===== config.mk =====
export PLATFORM = sky130hd
export DESIGN_NAME = clock_edit_controller
export DESIGN_NICKNAME = d
export VERILOG_FILES = /design/src/rtl/clock_edit_controller.sv
export SDC_FILE = /design/constraint.sdc
export NUM_CORES = 1
export LEC_CHECK = 0
export ABC_AREA = 1
export CORE_UTILIZATION = 55
export DETAILED_ROUTE_END_ITERATION = 6
export DONT_BUFFER_PORTS = 1
export GPL_ROUTABILITY_DRIVEN = 0
export PLACE_DENSITY = 0.7
export SLEW_MARGIN = 0
export SYNTH_ARGS = -nofsm -noshare
export SYNTH_HDL_FRONTEND = slang
export SYNTH_SLANG_ARGS = --single-unit
export TNS_END_PERCENT = 100

===== constraint.sdc =====
create_clock -name Clk -period 1.7 [get_ports Clk]
set_input_delay 0.425 -clock Clk [delete_from_list [all_inputs] [get_ports Clk]]
set_output_delay 0.425 -clock Clk [all_outputs]
set_load 0.02 [all_outputs]

===== src/rtl/clock_edit_controller.sv =====
// Front-panel controller: conditions four raw active-low keys into debounced command
// pulses and runs the VIEW/EDIT state machine that drives the time counters and display.
module clock_edit_controller #(
    parameter int DEBOUNCE      = 4,
    parameter int LONG_CYCLES   = 40,
    parameter int REPEAT_DELAY  = 30,
    parameter int REPEAT_PERIOD = 10,
    parameter int TIMEOUT       = 500,
    parameter int BLINK_HALF    = 25
) (
    input  logic       Clk,
    input  logic       Rst,
    input  logic [3:0] KEY,
    output logic       editMode,
    output logic [2:0] editCur,
    output logic [1:0] disMode,
    output logic       incPulse,
    output logic       decPulse,
    output logic       clrPulse,
    output logic       blink
);
    localparam int DW = $clog2(DEBOUNCE + 1);
    localparam int LW = $clog2(LONG_CYCLES + 1);
    localparam int RW = $clog2(REPEAT_DELAY + 1);
    localparam int TW = $clog2(TIMEOUT + 1);
    localparam int BW = $clog2(BLINK_HALF + 1);

    localparam logic [DW-1:0] DEB_ZERO   = DW'(0);
    localparam logic [DW-1:0] DEB_ONE    = DW'(1);
    localparam logic [DW-1:0] DEB_LAST   = DW'(DEBOUNCE - 1);
    localparam logic [LW-1:0] HOLD_ZERO  = LW'(0);
    localparam logic [LW-1:0] HOLD_ONE   = LW'(1);
    localparam logic [LW-1:0] HOLD_LAST  = LW'(LONG_CYCLES - 1);
    localparam logic [LW-1:0] HOLD_MAX   = LW'(LONG_CYCLES);
    localparam logic [RW-1:0] REP_ZERO   = RW'(0);
    localparam logic [RW-1:0] REP_ONE    = RW'(1);
    localparam logic [RW-1:0] REP_LAST   = RW'(REPEAT_DELAY - 1);
    localparam logic [RW-1:0] REP_RELOAD = RW'(REPEAT_DELAY - REPEAT_PERIOD);
    localparam logic [TW-1:0] IDLE_ZERO  = TW'(0);
    localparam logic [TW-1:0] IDLE_ONE   = TW'(1);
    localparam logic [TW-1:0] IDLE_LAST  = TW'(TIMEOUT - 1);
    localparam logic [BW-1:0] BLK_ZERO   = BW'(0);
    localparam logic [BW-1:0] BLK_ONE    = BW'(1);
    localparam logic [BW-1:0] BLK_LAST   = BW'(BLINK_HALF - 1);

    typedef enum logic {VIEW = 1'b0, EDIT = 1'b1} state_t;
    typedef enum logic [1:0] {OWN_NONE = 2'd0, OWN_UP = 2'd1, OWN_DOWN = 2'd2, OWN_BLOCK = 2'd3} own_t;

    logic [3:0]    sync1_r, sync2_r, armed_r, deb_r, debDly_r;
    logic [DW-1:0] debCnt_r [4];
    logic [3:0]    keyPress_s, keyRelease_s, keyHeld_s;

    state_t        state_r;
    own_t          own_r, ownNext_s;
    logic          editMode_r, incPulse_r, decPulse_r, clrPulse_r, blink_r;
    logic [2:0]    editCur_r;
    logic [1:0]    disMode_r;
    logic [LW-1:0] holdCnt_r, holdNext_s;
    logic [RW-1:0] repCnt_r, repNext_s;
    logic [TW-1:0] idleCnt_r, idleNext_s;
    logic [BW-1:0] blinkCnt_r, blinkCntNext_s;
    logic          blinkNext_s, incFire_s, decFire_s;
    logic          keyAct_s, longPress_s, shortPress_s, timeout_s;

    // Synchronize and debounce; a key only arms once it is seen released after reset
    always_ff @(posedge Clk) begin
        if (Rst) begin
            sync1_r  <= 4'b0000;
            sync2_r  <= 4'b0000;
            armed_r  <= 4'b0000;
            deb_r    <= 4'b1111;
            debDly_r <= 4'b1111;
            for (int i = 0; i < 4; i++) debCnt_r[i] <= DEB_ZERO;
        end else begin
            sync1_r  <= KEY;
            sync2_r  <= sync1_r;
            debDly_r <= deb_r;
            for (int i = 0; i < 4; i++) begin
                if (!armed_r[i]) begin
                    armed_r[i]  <= sync2_r[i];
                    debCnt_r[i] <= DEB_ZERO;
                end else if (sync2_r[i] != deb_r[i]) begin
                    if (debCnt_r[i] == DEB_LAST) begin
                        deb_r[i]    <= sync2_r[i];
                        debCnt_r[i] <= DEB_ZERO;
                    end else begin
                        debCnt_r[i] <= debCnt_r[i] + DEB_ONE;
                    end
                end else begin
                    debCnt_r[i] <= DEB_ZERO;
                end
            end
        end
    end

    assign keyPress_s   = debDly_r & ~deb_r;
    assign keyRelease_s = ~debDly_r & deb_r;
    assign keyHeld_s    = ~deb_r;

    // Mode-key hold length, idle timer and timeout/long/short decisions
    always_comb begin
        keyAct_s     = (|keyPress_s[3:1]) || (|keyRelease_s[3:1]);
        longPress_s  = keyHeld_s[3] && (holdCnt_r == HOLD_LAST);
        shortPress_s = keyRelease_s[3] && (holdCnt_r != HOLD_MAX);
        timeout_s    = (idleCnt_r == IDLE_LAST) && !keyAct_s;
        if (!keyHeld_s[3]) begin
            holdNext_s = HOLD_ZERO;
        end else if (holdCnt_r != HOLD_MAX) begin
            holdNext_s = holdCnt_r + HOLD_ONE;
        end else begin
            holdNext_s = holdCnt_r;
        end
        if (keyAct_s) begin
            idleNext_s = IDLE_ZERO;
        end else if (idleCnt_r != IDLE_LAST) begin
            idleNext_s = idleCnt_r + IDLE_ONE;
        end else begin
            idleNext_s = idleCnt_r;
        end
    end

    // Up/down ownership: first key wins, simultaneous presses block both until released
    always_comb begin
        incFire_s = 1'b0;
        decFire_s = 1'b0;
        ownNext_s = own_r;
        repNext_s = repCnt_r;
        if (state_r == VIEW) begin
            repNext_s = REP_ZERO;
            if (deb_r[1] && deb_r[2]) ownNext_s = OWN_NONE;
            else ownNext_s = OWN_BLOCK;
        end else begin
            case (own_r)
                OWN_NONE: begin
                    repNext_s = REP_ZERO;
                    if (keyPress_s[1] && keyPress_s[2]) begin
                        ownNext_s = OWN_BLOCK;
                    end else if (keyPress_s[1] && deb_r[2]) begin
                        ownNext_s = OWN_UP;
                        incFire_s = 1'b1;
                    end else if (keyPress_s[2] && deb_r[1]) begin
                        ownNext_s = OWN_DOWN;
                        decFire_s = 1'b1;
                    end else begin
                        ownNext_s = OWN_NONE;
                    end
                end
                OWN_UP: begin
                    if (deb_r[1]) begin
                        ownNext_s = OWN_NONE;
                        repNext_s = REP_ZERO;
                    end else if (repCnt_r == REP_LAST) begin
                        incFire_s = 1'b1;
                        repNext_s = REP_RELOAD;
                    end else begin
                        repNext_s = repCnt_r + REP_ONE;
                    end
                end
                OWN_DOWN: begin
                    if (deb_r[2]) begin
                        ownNext_s = OWN_NONE;
                        repNext_s = REP_ZERO;
                    end else if (repCnt_r == REP_LAST) begin
                        decFire_s = 1'b1;
                        repNext_s = REP_RELOAD;
                    end else begin
                        repNext_s = repCnt_r + REP_ONE;
                    end
                end
                OWN_BLOCK: begin
                    if (deb_r[1] && deb_r[2]) ownNext_s = OWN_NONE;
                    else ownNext_s = OWN_BLOCK;
                end
                default: ownNext_s = OWN_NONE;
            endcase
        end
    end

    // Blink phase in EDIT; an inc/dec command re-shows the digit and restarts the phase
    always_comb begin
        if (incFire_s || decFire_s) begin
            blinkNext_s    = 1'b1;
            blinkCntNext_s = BLK_ZERO;
        end else if (blinkCnt_r == BLK_LAST) begin
            blinkNext_s    = ~blink_r;
            blinkCntNext_s = BLK_ZERO;
        end else begin
            blinkNext_s    = blink_r;
            blinkCntNext_s = blinkCnt_r + BLK_ONE;
        end
    end

    // VIEW/EDIT state machine with registered outputs
    always_ff @(posedge Clk) begin
        if (Rst) begin
            state_r    <= VIEW;
            own_r      <= OWN_NONE;
            editMode_r <= 1'b0;
            editCur_r  <= 3'd5;
            disMode_r  <= 2'd0;
            incPulse_r <= 1'b0;
            decPulse_r <= 1'b0;
            clrPulse_r <= 1'b0;
            blink_r    <= 1'b1;
            holdCnt_r  <= HOLD_ZERO;
            repCnt_r   <= REP_ZERO;
            idleCnt_r  <= IDLE_ZERO;
            blinkCnt_r <= BLK_ZERO;
        end else begin
            incPulse_r <= incFire_s;
            decPulse_r <= decFire_s;
            clrPulse_r <= keyPress_s[0];
            own_r      <= ownNext_s;
            repCnt_r   <= repNext_s;
            holdCnt_r  <= holdNext_s;
            case (state_r)
                VIEW: begin
                    idleCnt_r  <= IDLE_ZERO;
                    blink_r    <= 1'b1;
                    blinkCnt_r <= BLK_ZERO;
                    if (longPress_s) begin
                        state_r    <= EDIT;
                        editMode_r <= 1'b1;
                        editCur_r  <= 3'd5;
                        disMode_r  <= 2'd0;
                    end else if (shortPress_s) begin
                        disMode_r <= (disMode_r == 2'd2) ? 2'd0 : disMode_r + 2'd1;
                    end
                end
                EDIT: begin
                    idleCnt_r  <= idleNext_s;
                    blink_r    <= blinkNext_s;
                    blinkCnt_r <= blinkCntNext_s;
                    if (longPress_s || timeout_s) begin
                        state_r    <= VIEW;
                        editMode_r <= 1'b0;
                        blink_r    <= 1'b1;
                        blinkCnt_r <= BLK_ZERO;
                        idleCnt_r  <= IDLE_ZERO;
                    end else if (shortPress_s) begin
                        editCur_r <= (editCur_r == 3'd0) ? 3'd5 : editCur_r - 3'd1;
                    end
                end
                default: begin
                    state_r    <= VIEW;
                    editMode_r <= 1'b0;
                    blink_r    <= 1'b1;
                end
            endcase
        end
    end

    assign editMode = editMode_r;
    assign editCur  = editCur_r;
    assign disMode  = disMode_r;
    assign incPulse = incPulse_r;
    assign decPulse = decPulse_r;
    assign clrPulse = clrPulse_r;
    assign blink    = blink_r;
endmodule


Word-level counts from Yosys, hierarchy flattened
Memories as Yosys holds them, arrays and structs flattened.
Index checks and enable logic that the tools add are counted.
W data, S select, Z words.
{"block": "word_totals", "regBits": 58, "latch_bits": 0, "mem_bits_rw": 12, "rom_bits": 0, "input_bits": 6, "elab_cells": 248, "mem_count": 1}
{"block": "op_classes", "addsub": 10, "mul": 0, "n_div": 0, "n_lt_le_gt_ge": 0, "n_eq_ne": 26, "shifts": 0, "muxes": 140, "bitwise": 23, "reduce_logical": 27}
{"name": "debCnt_r", "depth": 4, "word_bits": 3, "read_ports": 4, "rd_clocked_by_memory_dff": 0, "write_ports": 4, "line_no": "50", "source": "logic [DW-1:0] debCnt_r [4];"}
{"operator": "$mux W1", "n": 91}
{"operator": "$mux W3", "n": 20}
{"operator": "$mux W5", "n": 6}
{"operator": "$mux W9", "n": 3}
{"operator": "$mux W2", "n": 10}
{"operator": "$pmux W9 S2", "n": 1}
{"operator": "$or A1 B1 Y1", "n": 16}
{"operator": "$pmux W5 S3", "n": 1}
{"operator": "$reduce_and A3 Y1", "n": 5}
{"operator": "$add A3 B1 Y3 const B", "n": 4}
{"operator": "$eq A3 B2 Y1 const B", "n": 4}
{"operator": "$add A5 B1 Y5 const B", "n": 2}
{"operator": "$eq A5 B5 Y1 const B", "n": 2}
{"operator": "$pmux W1 S2", "n": 5}
{"operator": "$pmux W5 S2", "n": 1}
{"operator": "$add A9 B1 Y9 const B", "n": 1}
{"operator": "$eq A9 B9 Y1 const B", "n": 1}
{"operator": "$ne A9 B9 Y1 const B", "n": 1}
{"operator": "$and A4 B4 Y4", "n": 2}
{"operator": "$ne A4 B1 Y1 const B", "n": 2}
{"operator": "$not A4 Y4", "n": 2}
{"operator": "$pmux W2 S4", "n": 1}
{"operator": "$logic_and A1 B1 Y1", "n": 7}
{"operator": "$add A6 B1 Y6 const B", "n": 1}
{"operator": "other kinds (21)", "n": 37}

Longest topological paths before layout
Gate-level depths: netlist of run 1.
{"block": "depth", "ltp_word": 12, "depth_mapped": 10}

Worst setup path after synthesis of run 1
Ideal clock, no wire load.
{"block": "synth_timing", "path_type": "in2reg", "startpoint": "in Rst", "endpoint": "mem debCnt_r[2][0] (netlist name) (data pin)", "setup_time_ps": 262, "t_arrival_ps": 1035, "required_time_ps": 1438, "slack_ps": 403, "cell_stages": 4, "path_buffers": 1, "path_cell_list": "buf_2 > clkinv_1 > o2111ai_1 > nor2_1"}
{"element": "from (decl)", "line_no": "12", "source": "input logic Rst,"}
{"element": "to (decl)", "line_no": "50"}

Worst setup path in the final report of run 1
{"block": "layout_timing", "startpoint": "reg own_r[1]", "endpoint": "reg blinkCnt_r[0]"}
{"block": "layout_via", "elab_chain_len": 7, "word_cells_on_any_way": 11}
{"element": "from (decl)", "line_no": "54", "source": "own_t own_r, ownNext_s;"}
{"element": "from (signal assigned)", "line_no": "213", "source": "own_r <= ownNext_s;"}
{"element": "$eq A2 B1 Y1, or another cell as far along", "line_no": "133", "source": "case (own_r)"}
{"element": "$pmux W1 S2", "line_no": "133"}
{"element": "$mux W1", "line_no": "128", "source": "if (state_r == VIEW) begin"}
{"element": "$logic_or A1 B1 Y1 (*)", "line_no": "181", "source": "if (incFire_s || decFire_s) begin"}
{"element": "$mux W5 (*)", "line_no": "181"}
{"element": "$mux W5 (*)", "line_no": "234", "source": "if (longPress_s || timeout_s) begin"}
{"element": "$pmux W5 S2 (*)", "line_no": "216", "source": "case (state_r)"}
{"element": "to (signal assigned)", "line_no": "233", "source": "blinkCnt_r <= blinkCntNext_s;"}
{"element": "to (decl)", "line_no": "61", "source": "logic [BW-1:0] blinkCnt_r, blinkCntNext_s;"}
Mark *: on every way between the ends. The rest lies on a longest branch, timed or not.
A chain may end at the register's enable or synchronous reset.

==> flow_summary.ini, run 1 <==
[floorplan]
initial_core_util = 0.583
rows = 27
fp.dieH_um = 79.1
die_x_um = 79.1
fp.coreArea_mm2 = 0.00561
ioPinCount = 16
die_area_mm2 = 0.00626

[finish]
fillers = 516
final_core_util = 0.641
drive_above_1_share = 0.0971
synthToLayoutAreaGrowth_pct = 9.98
n_antenna_cell = 0
fin_cells = 484
fin_nets = 433

[worst_setup_path]
reg2reg_to = blinkCnt_r[0]$_SDFF_PP0_
crit_end = blinkCnt_r[0]$_SDFF_PP0_
reg2regPathDepth = 9
cp_cell_sequence = inv_1 -> ha_1 -> nand2_4 -> inv_2 -> nand2_1 -> nand2_1 -> inv_1 -> nand3_4 -> nor3_1
cp-start-kind = register
startpoint = own_r[1]$_SDFFE_PP0P_
arrival_ns = 1.68
timing.rr.start = own_r[1]$_SDFFE_PP0P_
cp_max_fo = 5
cpPeakStageDelay_ns = 0.38
crit_required_ns = 1.96
crit_path_top_delay_cell = dfxtp_1
r2r_slack_ns = 0.28
cp-end-kind = register
critical_path_class = reg2reg

[synthesis]
synth_top_area_frac = 0.355
synth_top_area_cell = dfxtp_1
ys.warnings.count = 0
synth.area.top_cells = dfxtp_1 (36%), edfxtp_1 (11%), ha_1 (7.7%)
synthCells = 389
synth_seq_cells = 70
synth_seq_area_share = 0.465
synth_cell_type_count = 36
post_synth.cell_area_avg_um2 = 8.41
syn_area_mm2 = 0.00327

[clock_tree]
cts.sinks = 70
cts-hold-fix-buffers = 0
clk_pin_slew_ns = 0.07
clock_latency_ns = 0.34
cts_tree = built
clock_tree.buffer_depth = 2
post_cts_buffers = 0
cts_resized = 0
cts_made_buffers = 9
root_buffer = clkbuf_8
h-tree-depth = 3

[global_routing]
grt-ovfl-total = 0
grt_pass1_vias = 2245
grt_max_degree = 20
grt_pass1_wl_um = 9390
grt_usage = 0.197
antenna_found_initial = 0

[power_and_ir_drop]
p_per_area_mw_per_mm2 = 904
power_leakage_nw = 1.59
irDropWorstVdd_uv = 530

[routing]
routedWlPerCell_um = 11.2
dr_wl_met3_um = 192
drt_pass1_iterations = 4
drt_first_iter_violations = 116
routed-wl-met2_um = 2500
highest_layer = met4
avgViaCountPerCell = 4.95
drcViolationCount = 0
wl_um = 5420
met1_length_um = 2610
ant_nets = 0
vias = 2394

[timing]
skew_ns = 0.00467
rsz0062_at_grt = no
post-route-period-util = 0.833
hold_viol = 0
whs_ns = 0.146
worst_slack_ns = 0.283
tns_ns = 0
slew_violations = 0
clock.fmax_ghz = 0.706
finalSetupViolCount = 0
layout_min_cycle_time_ns = 1.42

[job]
drv_cap = 0

[placed_design]
dp_cells = 468
post-place-ws_ns = 0.310
port_buffers = 0
hpwl_um = 4020

[outcome]
outcome = complete, no violations

[worst_hold_path]
worstHoldPathType = in2reg
==> synthesized netlist by cell type <==
library cell,number
nand4_4,1
o2111ai_1,4
nor4_1,1
nand3_2,3
nand3_1,23
nand2_2,2
conb_1,1
inv_2,3
xor2_1,7
o31ai_1,3
buf_2,3
a21oi_4,1
edfxtp_1,12
clkinv_1,1
dfxtp_1,58
nor3_1,6
nor2_1,57
nand3_4,2
buf_6,2
a31oi_1,1
nor2_4,3
nand2_4,3
clkbuf_1,1
nand3b_1,2
inv_1,66
o311ai_0,1
o21ai_0,9
ha_1,20
nor2_2,3
nand4_1,8
a21oi_1,25
or2_2,1
o211ai_1,1
inv_4,2
xnor2_1,6
nand2_1,47
==> through the flow <==
step                instance area (µm²)  total power, mW
detailed placement                 3380             1.84
finish                             3600             3.25
global route                       3600             3.37
global placement                   3380             1.83
floorplan                          3310             1.83
CTS                                3600             3.29
==> sequential cells by signal, summed over array words and instances, names as in the netlist <==
signal	cells
sync1_r	4
incPulse	1
clrPulse	1
editMode	1
repCnt_r	5
blink	1
editCur	3
state_r	1
debDly_r	4
debCnt_r	12
armed_r	4
decPulse	1
sync2_r	4
deb_r	4
holdCnt_r	6
own_r	2
disMode	2
idleCnt_r	9
blinkCnt_r	5
==> where the power goes <==
| group | internal, mW | switching, mW |
|---|---|---|
| Clock | 0.849 | 0.604 |
| Combinational | 0.0250 | 0.0455 |
| Sequential | 1.71 | 0.0166 |
| Total | 2.59 | 0.666 |
==> layer usage <==
metal  track usage  vias up
met2         0.319       36
met3        0.0460       12
li1              -     1272
met1         0.237     1074
met4         0.118        0
met5             0        -
==> final cells by class <==
cell class | count | area, µm² | share of cell area
clock buffer | 14 | 184 | 0.0511
tap | 72 | 90.1 | 0.0250
multi-input combinational | 252 | 1470 | 0.410
inverter | 72 | 275 | 0.0765
sequential | 70 | 1520 | 0.423
clock inverter | 2 | 37.5 | 0.0104
timing repair buffer | 2 | 15.0 | 0.00417
==> critical path, delay by kind of cell, from the launching register on <==
kind                     cells  cell delay, ns
adder cells (fa/ha/maj)      1            0.23
buffers and inverters        3            0.23
flip-flops                   1            0.38
AND/OR/NAND/NOR              5            0.50
==> cells in the final DEF, fill, tap and decap left out, types with 7 or more instances in the layout <==
master    count
inv_1        66
edfxtp_1     12
nand2_1      47
conb_1       12
clkbuf_8     11
nand3_1      23
nand4_1       8
xor2_1        7
o21ai_0       9
ha_1         20
nor2_1       57
a21oi_1      25
dfxtp_1      58
==> cells by family after synthesis <==
kind of cell / Yosys count / synth area share
compound gates: 45 / 0.0815
xor+xnor: 13 / 0.0348
fa+ha+maj: 20 / 0.0765
buf+inv: 78 / 0.0968
flops: 70 / 0.465
other cells: 1 / 0.00115
simple gates: 162 / 0.244
==> worst min-delay path by stage <==
stage / end / depth (start not counted) / slack (ns) / startpoint
floorplan: sync2_r[0]$_SDFF_PP0_ / 2 / 0.39 / sync1_r[0]$_SDFF_PP0_
global placement: sync2_r[2]$_SDFF_PP0_ / 2 / 0.39 / sync1_r[2]$_SDFF_PP0_
detailed placement: sync2_r[2]$_SDFF_PP0_ / 2 / 0.40 / sync1_r[2]$_SDFF_PP0_
CTS: sync1_r[0]$_SDFF_PP0_ / 1 / 0.13 / Rst
global route: state_r$_SDFF_PP0_ / 1 / 0.13 / Rst
finish: sync1_r[0]$_SDFF_PP0_ / 1 / 0.15 / Rst
(Power assumes the default switching activity.)
==> run 2: changes to the inputs <==
- PLACE_DENSITY: 0.7 -> 0.73
- clock period: 1.7 -> 1.3 ns (I/O delays scaled with it)
==> run 2 against run 1 <==
Net effect:
- the flow now finishes with violations (negative setup slack)
- maximum frequency up 6.8%
- clock skew grew 0.0025 ns
- sequential power increased by 30%
- worst setup slack worse by 0.31 ns
- routed wire length rose by 32%
==> flow_summary.ini, run 2 (synthesized netlist as in run 1, its figures left out) <==
[outcome]
outcome = finished with violations
violations = negative setup slack

[placed_design]
hpwl_um = 4120
port_buffers = 0

[finish]
fin_nets = 467
seq_area_mm2 = 0.00155
mostFrequentLayoutCells = inv_1 (57), nor2_1 (45), dfxtp_1 (45)
final_common_cell = inv_1
drive_above_1_share = 0.334
multi_input_area_mm2 = 0.00185
fillers = 372
regMostFlops = debCnt_r
largest_reg_flops = 12
n_antenna_cell = 0
top_regs = debCnt_r (12), idleCnt_r (9), holdCnt_r (6)
synthToLayoutAreaGrowth_pct = 30.0

[power_and_ir_drop]
p_per_area_mw_per_mm2 = 965
irDropWorstVdd_uv = 815
power_leakage_nw = 1.75
totalPowerFinal_mw = 4.10

[clock_tree]
cts_tree = built
h-tree-depth = 3
cts.sinks = 70
root_buffer = clkbuf_8
clk_pin_slew_ns = 0.07
cts-hold-fix-buffers = 0
clock_tree.buffer_depth = 2
cts_made_buffers = 9
clock_latency_ns = 0.36

[floorplan]
fp.coreArea_mm2 = 0.00561
die_area_mm2 = 0.00626
ioPinCount = 16
rows = 27
fp.dieH_um = 79.1
initial_core_util = 0.583
die_x_um = 79.1

[timing]
hold_viol = 0
post-route-period-util = 1.02
layout_min_cycle_time_ns = 1.33
tns_ns = -0.0509
rsz0062_at_grt = yes
slew_violations = 0
finalSetupViolCount = 2
clock.fmax_ghz = 0.754
skew_ns = 0.00721
worst_slack_ns = -0.0269

[worst_setup_path]
crit_required_ns = 1.58
r2r_slack_ns = -0.03
cp_max_fo = 5
arrival_ns = 1.61
critical_path_class = reg2reg
timing.rr.start = own_r[1]$_SDFFE_PP0P_
cp-end-kind = register
reg2reg_to = blinkCnt_r[2]$_SDFF_PP0_
reg2regPathDepth = 7
cp-start-kind = register

[routing]
avgViaCountPerCell = 5.25
drt_first_iter_violations = 141
routedWlPerCell_um = 13.8
drt_pass1_iterations = 4
drcViolationCount = 0
wl_um = 7160
ant_nets = 0
vias = 2720

[global_routing]
grt_max_degree = 20
antenna_found_initial = 0
grt_usage = 0.213
grt_pass1_wl_um = 10200
grt-ovfl-total = 0
grt_pass1_vias = 2509

[worst_hold_path]
worstHoldPathType = in2reg
holdPathEnd = sync2_r[0]$_SDFF_PP0_
hold_start = Rst
hold_depth = 1

[job]
drv_cap = 0
run 2: cell types whose count changed in the layout (fill, tap and decap cells not counted), sizes merged:
cell,previous run,this run
nand4,9,10
buf,2,35
clkinv,1,4
bufinv,1,0
clkbuf,14,12
run 2: what timing repair did:
item                                   4_1_cts  5_1_grt
endpoints found under the hold margin        0        0
gates cloned                                 0        1
setup buffers                                2       11
gates resized for setup                     36       74
setup endpoints to repair                   31       42
pin swaps                                   14       32
run 2: layout make-up:
class	instances	area share
Timing Repair Buffer	35	0.0665
Sequential cell	70	0.365
Multi-Input combinational cell	253	0.434
Clock inverter	4	0.00706
Inverter	72	0.0671
Tap cell	72	0.0212
Clock buffer	12	0.0391
run 2: worst max-delay path by stage:
stage,start,to
finish,own_r[1]$_SDFFE_PP0P_,blinkCnt_r[2]$_SDFF_PP0_
global route,own_r[1]$_SDFFE_PP0P_,blink$_SDFFE_PP1P_
CTS,debCnt_r[2][0]$_SDFFCE_PP0P_,debCnt_r[2][0]$_SDFFCE_PP0P_
detailed placement,own_r[0]$_SDFFE_PP0P_,blinkCnt_r[2]$_SDFF_PP0_
global placement,own_r[0]$_SDFFE_PP0P_,blinkCnt_r[2]$_SDFF_PP0_
floorplan,own_r[0]$_SDFFE_PP0P_,blinkCnt_r[2]$_SDFF_PP0_
run 2: through the flow:
| step | cell area, µm² | cells | hold slack [ns] | setup slack [ns] | utilization |
|---|---|---|---|---|---|
| after floorplan | 3310 | 400 | 0.388 | 0.0480 | - |
| after global placement | 3540 | 488 | 0.395 | -0.0134 | 0.631 |
| after detailed placement | 3540 | 488 | 0.399 | -0.115 | 0.631 |
| after CTS | 3870 | 506 | 0.00730 | 0.000402 | 0.690 |
| after global routing | 4250 | 518 | 0.0106 | -0.107 | 0.758 |
| final | 4250 | 518 | 0.0265 | -0.0269 | 0.758 |
run 2: power breakdown:
group | switching (mW) | leakage, nW | internal, mW
combinational | 0.0861 | 1.06 | 0.0621
sequential | 0.0270 | 0.597 | 2.23
clock | 0.836 | 0.0977 | 0.864
run 2: metal layers:
layer | routed length (µm) | vias up | global-route usage
met5 | 0 | - | 0
met4 | 207 | 0 | 0.0818
met3 | 321 | 21 | 0.0816
met2 | 3750 | 56 | 0.397
met1 | 2880 | 1296 | 0.212
li1 | - | 1347 | -
run 2: worst max-delay path: stages (launching register included):
cell     delay [ns]
dfxtp_4        0.36
buf_6          0.12
ha_4           0.15
nand2_4        0.07
inv_4          0.04
a21oi_4        0.18
nand3_4        0.14
nor3_2         0.21
